==> config.mk <==
export PLATFORM = sky130hd
export DESIGN_NAME = qft_bitrev_stream
export DESIGN_NICKNAME = d
export VERILOG_FILES = /design/src/rtl/qft_bitrev_stream.sv
export SDC_FILE = /design/constraint.sdc
export NUM_CORES = 1
export LEC_CHECK = 0
export ABC_AREA = 1
export BUFFER_PORTS_ARGS = -buffer_cell sky130_fd_sc_hd__clkbuf_2
export CORE_MARGIN = 1
export CORE_UTILIZATION = 55
export CTS_BUF_LIST = sky130_fd_sc_hd__clkbuf_4 sky130_fd_sc_hd__clkbuf_8
export CTS_CLUSTER_SIZE = 20
export DETAILED_ROUTE_END_ITERATION = 16
export PLACE_DENSITY = 0.76
export SLEW_MARGIN = 20
export SYNTH_ARGS = -nofsm -noshare
export SYNTH_HDL_FRONTEND = slang
export SYNTH_SLANG_ARGS = --single-unit
==> constraint.sdc <==
create_clock -name clk -period 8.2 [get_ports clk]
set_clock_uncertainty 0.1 [all_clocks]
set_input_delay 0.82 -clock clk [delete_from_list [all_inputs] [get_ports clk]]
set_output_delay 0.82 -clock clk [all_outputs]
set_load 0.005 [all_outputs]
==> src/rtl/qft_bitrev_stream.sv <==
// Streaming bit-reversal reorder buffer for the serial QFT datapath.
// Fills one 2^NQ-amplitude frame in natural order, then drains it so that output k carries input bitrev(k).
module qft_bitrev_stream #(
  parameter int NQ    = 3,
  parameter int WIDTH = 16
) (
  input  logic                    clk,
  input  logic                    rst,
  input  logic                    in_valid,
  output logic                    in_ready,
  input  logic signed [WIDTH-1:0] in_r,
  input  logic signed [WIDTH-1:0] in_i,
  input  logic                    in_last,
  output logic                    out_valid,
  input  logic                    out_ready,
  output logic signed [WIDTH-1:0] out_r,
  output logic signed [WIDTH-1:0] out_i,
  output logic [NQ-1:0]           out_idx,
  output logic                    out_last,
  output logic                    frame_err
);

  localparam int L = 1 << NQ;
  localparam logic [NQ-1:0] LAST_IDX = {NQ{1'b1}};

  typedef enum logic {
    S_FILL  = 1'b0,
    S_DRAIN = 1'b1
  } state_t;

  state_t               state_q, state_d;
  logic [NQ-1:0]        wr_cnt_q, wr_cnt_d;
  logic [NQ-1:0]        rd_cnt_q, rd_cnt_d;
  logic                 frame_err_q, frame_err_d;
  logic                 wr_en_s;
  logic [2*WIDTH-1:0]   mem_q [L];

  function automatic logic [NQ-1:0] bitrev(input logic [NQ-1:0] v);
    logic [NQ-1:0] r;
    for (int b = 0; b < NQ; b++) begin
      r[b] = v[NQ-1-b];
    end
    return r;
  endfunction

  // State, counters and sticky error register
  always_ff @(posedge clk or posedge rst) begin
    if (rst) begin
      state_q     <= S_FILL;
      wr_cnt_q    <= '0;
      rd_cnt_q    <= '0;
      frame_err_q <= 1'b0;
    end else begin
      state_q     <= state_d;
      wr_cnt_q    <= wr_cnt_d;
      rd_cnt_q    <= rd_cnt_d;
      frame_err_q <= frame_err_d;
    end
  end

  // Frame storage; writes land at the bit-reversed slot so drain reads sequentially
  always_ff @(posedge clk or posedge rst) begin
    if (rst) begin
      for (int n = 0; n < L; n++) begin
        mem_q[n] <= '0;
      end
    end else if (wr_en_s) begin
      mem_q[bitrev(wr_cnt_q)] <= {in_r, in_i};
    end
  end

  // Next-state, counter update and framing checks
  always_comb begin
    state_d     = state_q;
    wr_cnt_d    = wr_cnt_q;
    rd_cnt_d    = rd_cnt_q;
    frame_err_d = frame_err_q;
    wr_en_s     = 1'b0;
    case (state_q)
      S_FILL: begin
        if (in_valid) begin
          if (wr_cnt_q == LAST_IDX) begin
            wr_en_s  = 1'b1;
            wr_cnt_d = '0;
            state_d  = S_DRAIN;
            if (!in_last) begin
              frame_err_d = 1'b1;
            end else begin
              frame_err_d = frame_err_q;
            end
          end else if (in_last) begin
            // Short frame: drop what was collected and restart the fill
            frame_err_d = 1'b1;
            wr_cnt_d    = '0;
          end else begin
            wr_en_s  = 1'b1;
            wr_cnt_d = wr_cnt_q + NQ'(1);
          end
        end else begin
          wr_cnt_d = wr_cnt_q;
        end
      end
      S_DRAIN: begin
        if (out_ready) begin
          if (rd_cnt_q == LAST_IDX) begin
            rd_cnt_d = '0;
            state_d  = S_FILL;
          end else begin
            rd_cnt_d = rd_cnt_q + NQ'(1);
          end
        end else begin
          rd_cnt_d = rd_cnt_q;
        end
      end
      default: begin
        state_d = S_FILL;
      end
    endcase
  end

  // Output decode from registered state only; idle outputs are forced to zero
  always_comb begin
    in_ready  = 1'b0;
    out_valid = 1'b0;
    out_r     = '0;
    out_i     = '0;
    out_idx   = '0;
    out_last  = 1'b0;
    case (state_q)
      S_FILL: begin
        in_ready = 1'b1;
      end
      S_DRAIN: begin
        out_valid = 1'b1;
        out_r     = mem_q[rd_cnt_q][2*WIDTH-1:WIDTH];
        out_i     = mem_q[rd_cnt_q][WIDTH-1:0];
        out_idx   = rd_cnt_q;
        out_last  = (rd_cnt_q == LAST_IDX);
      end
      default: begin
        in_ready = 1'b0;
      end
    endcase
  end

  assign frame_err = frame_err_q;

endmodule

==> impl_metrics.py <==
metrics = {
    "flow_run": {
        "cap_violations": 0,
    },
    "pwr": {
        "seqPwrFrac": 0.402,
        "power.density_nw_per_um2": 380.1,
        "combinationalPowerShare": 0.366,
        "p_int_w": 0.003353,
        "switching_power_w": 0.002139,
        "switching_share": 0.3895,
        "clockPowerShare": 0.232,
        "power.leakage_nw": 7.943,
        "irDropWorstVdd_mv": 0.2133,
    },
    "clock_tree": {
        "cts_buffer_depth": 3,
        "cts_resized": 0,
        "post_cts_buffers": 0,
        "cts_buffers": 45,
        "h-tree-depth": 2,
        "clkTransAtPathRegs_ns": 0.06,
        "cts-root-buf": "clkbuf_8",
        "numClockSinks": 264,
        "cts_hold_buf": 0,
        "cts_tree": "done",
        "clk_latency_ns": 0.55,
    },
    "worst_setup_path": {
        "crit_buf_inv": 3,
        "critPathLaunchType": "flip-flop",
        "cp_slowest_cell": "dfrtp_4",
        "r2r_end": "rd_cnt_q[0]$_DFFE_PP0P_",
        "cp.required_ns": 7.28,
        "r2r_setup_slack_ns": 5.54,
        "cp_slowest_stage_delay_ns": 0.73,
        "path_common_cell": "nand2_1",
        "reg2regPathDepth": 6,
        "end_kind": "output port",
        "r2r_start": "rd_cnt_q[0]$_DFFE_PP0P_",
        "crit_chain": "inv_4 > buf_4 > nand2_1 > nand3_1 > nand2_1 > nand2_1 > nand2_1 > clkbuf_2",
        "crit_path_max_fanout": 67,
        "crit_family": "buffers and inverters",
        "path_class": "reg2out",
        "arrival_ns": 3.29,
    },
    "logic_synthesis": {
        "synth_top_area_share": 0.4986,
        "synth_nets": 1822,
        "synth_area_leaders": "dfrtp_1, nand2_1, inv_1, o21ai_1, nand3_1",
        "ys_ff_latch": 264,
        "yosysSeqAreaShare": 0.4986,
        "syn_area_per_cell_um2": 7.460,
        "synth_cell_types": 19,
        "synth_area_leader_cell": "dfrtp_1",
        "yosysWarnings": 0,
        "synthCells": 1776,
        "synth_area_um2": 13250,
    },
    "floorplan": {
        "coreArea_um2": 23540,
        "ios": 76,
        "rows": 56,
        "initial_core_util": 0.5628,
        "die_w_um": 157.2,
        "die_h_um": 157.2,
        "die_area_um2": 24710,
    },
    "route": {
        "wl_mm": 30.01,
        "ant_nets": 0,
        "route.vias.total": 10920,
        "vias_per_cell": 5.046,
        "drc_errors": 0,
        "first_pass_iters": 5,
        "first_iter_violations": 767,
        "routedWlPerCell_um": 13.87,
    },
    "place": {
        "place_hpwl_mm": 16.22,
        "routabilityCongestion": 0.7728,
        "placed_area_um2": 13440,
        "placed_cells": 2079,
        "port_buffers": 75,
    },
    "cells_and_area": {
        "area_delta_synth_final_pct": 9.047,
        "finish.instance_area_um2": 14450,
        "fin_nets": 1853,
        "fin_cells": 2163,
        "n_antenna_cell": 0,
        "drive_above_1_share": 0.09870,
        "fillers": 2198,
        "utilization": 0.6137,
    },
    "grt": {
        "grtUsageTotal": 0.2581,
        "antenna_found_initial": 0,
        "grt_pass1_wl_mm": 50.50,
        "grt_max_degree": 193,
        "grt_pass1_vias": 10290,
        "grt_overflow": 0,
    },
    "sta": {
        "hold_viol": 0,
        "fin_setup_tns_ns": 0,
        "timing.hold.ws_ns": 0.2307,
        "tightest_slew_ns": 1.138,
        "fmax_mhz": 237.3,
        "fin_crit_sh": 0.5139,
        "drv_slew": 0,
        "rsz0062_at_grt": "no",
        "relSlewSlack": 0.2396,
        "finalSetupViolations": 0,
        "fin_crit_ns": 4.214,
    },
    "outcome": {
        "status": "completed",
    },
    "hold_path": {
        "hp-class": "in2async",
    },
}
==> registers in the layout, indices dropped and copies added, names as in the netlist <==
signal     cells
mem_q        256
rd_cnt_q       3
wr_cnt_q       3
frame_err      1
state_q        1
==> final cells by class <==
cell class	count	area (µm²)	share of cell area
Sequential cell	264	6611	0.4576
Clock buffer	80	988.4	0.06842
Inverter	309	1175	0.08132
Timing Repair Buffer	81	432.9	0.02996
Clock inverter	4	22.52	0.001559
Multi-Input combinational cell	1106	4818	0.3335
Tap cell	319	399.1	0.02763
==> stage by stage <==
| stage | power (W) | setup slack (ns) |
|---|---|---|
| 2_1_floorplan | 0.003771 | 0.01144 |
| 3_3_place_gp | 0.004145 | 4.602 |
| 3_5_place_dp | 0.004236 | 4.559 |
| 4_1_cts | 0.005533 | 3.952 |
| 5_1_grt | 0.005999 | 3.819 |
| 6_report | 0.005492 | 3.986 |
==> cells in the final DEF, fill, tap and decap left out, types with 3 or more instances in the layout <==
cell / instances
buf_4: 5
clkbuf_2: 75
clkbuf_4: 18
clkbuf_8: 62
clkinv_2: 3
dfrtp_1: 262
ha_1: 9
inv_1: 305
nand2_1: 686
nand2_4: 9
nand3_1: 131
nor2_1: 6
o21ai_0: 124
o21ai_1: 136
==> metal layers <==
metal,routed length [µm],vias to the layer above,part of all wire,GRT usage
li1,-,5469,-,-
met1,13440,5107,0.45,0.3443
met2,14160,283,0.47,0.4300
met3,1793,56,0.060,0.04350
met4,609,0,0.020,0.08044
met5,0,-,0,0
==> worst max-delay path by stage <==
stage / from / endpoint / slack, ns / cells past startpoint
2_1_floorplan: rst / frame_err$_DFFE_PP0P_ / 0.01 / 1
3_3_place_gp: rd_cnt_q[0]$_DFFE_PP0P_ / out_i[15] / 4.60 / 8
3_5_place_dp: rd_cnt_q[0]$_DFFE_PP0P_ / out_i[1] / 4.56 / 8
4_1_cts: rd_cnt_q[0]$_DFFE_PP0P_ / out_i[1] / 3.95 / 8
5_1_grt: rd_cnt_q[0]$_DFFE_PP0P_ / out_i[5] / 3.82 / 8
6_report: rd_cnt_q[0]$_DFFE_PP0P_ / out_i[1] / 3.99 / 8
==> power groups by stage <==
stage               Combinational (W)  Sequential, W  Clock, W
floorplan                     0.00167        0.00210         0
global placement              0.00195        0.00220         0
detailed placement            0.00202        0.00222         0
CTS                           0.00203        0.00220   0.00130
global route                  0.00236        0.00228   0.00136
finish                        0.00201        0.00221   0.00127
==> Yosys cell counts, drive strengths merged <==
cell	count
o21ai	260
inv	309
o22ai	1
o21bai	1
nand3	131
nand2	695
buf	80
ha	9
clkbuf	17
a21oi	1
dfrtp	264
nor2	8
==> worst reg2reg max path, stage by stage, from the launching register on <==
cell and delay, ns:
dfrtp_4 0.86, buf_4 0.79, ha_1 0.34, ha_1 0.19, inv_1 0.07, nand3_1 0.07, o21ai_0 0.10
==> logic make-up (layout without fill, tap and decap cells) <==
logic type                 count (synthesis)  after routing  synth area share
AOI/OAI and AO/OA                        263            263           0.09963
adders and majority gates                  9              9          0.008500
buffers and inverters                    406            474            0.1383
DFF                                      264            264            0.4986
and+or+nand+nor                          834            834            0.2550
(Power assumes the default switching activity.)
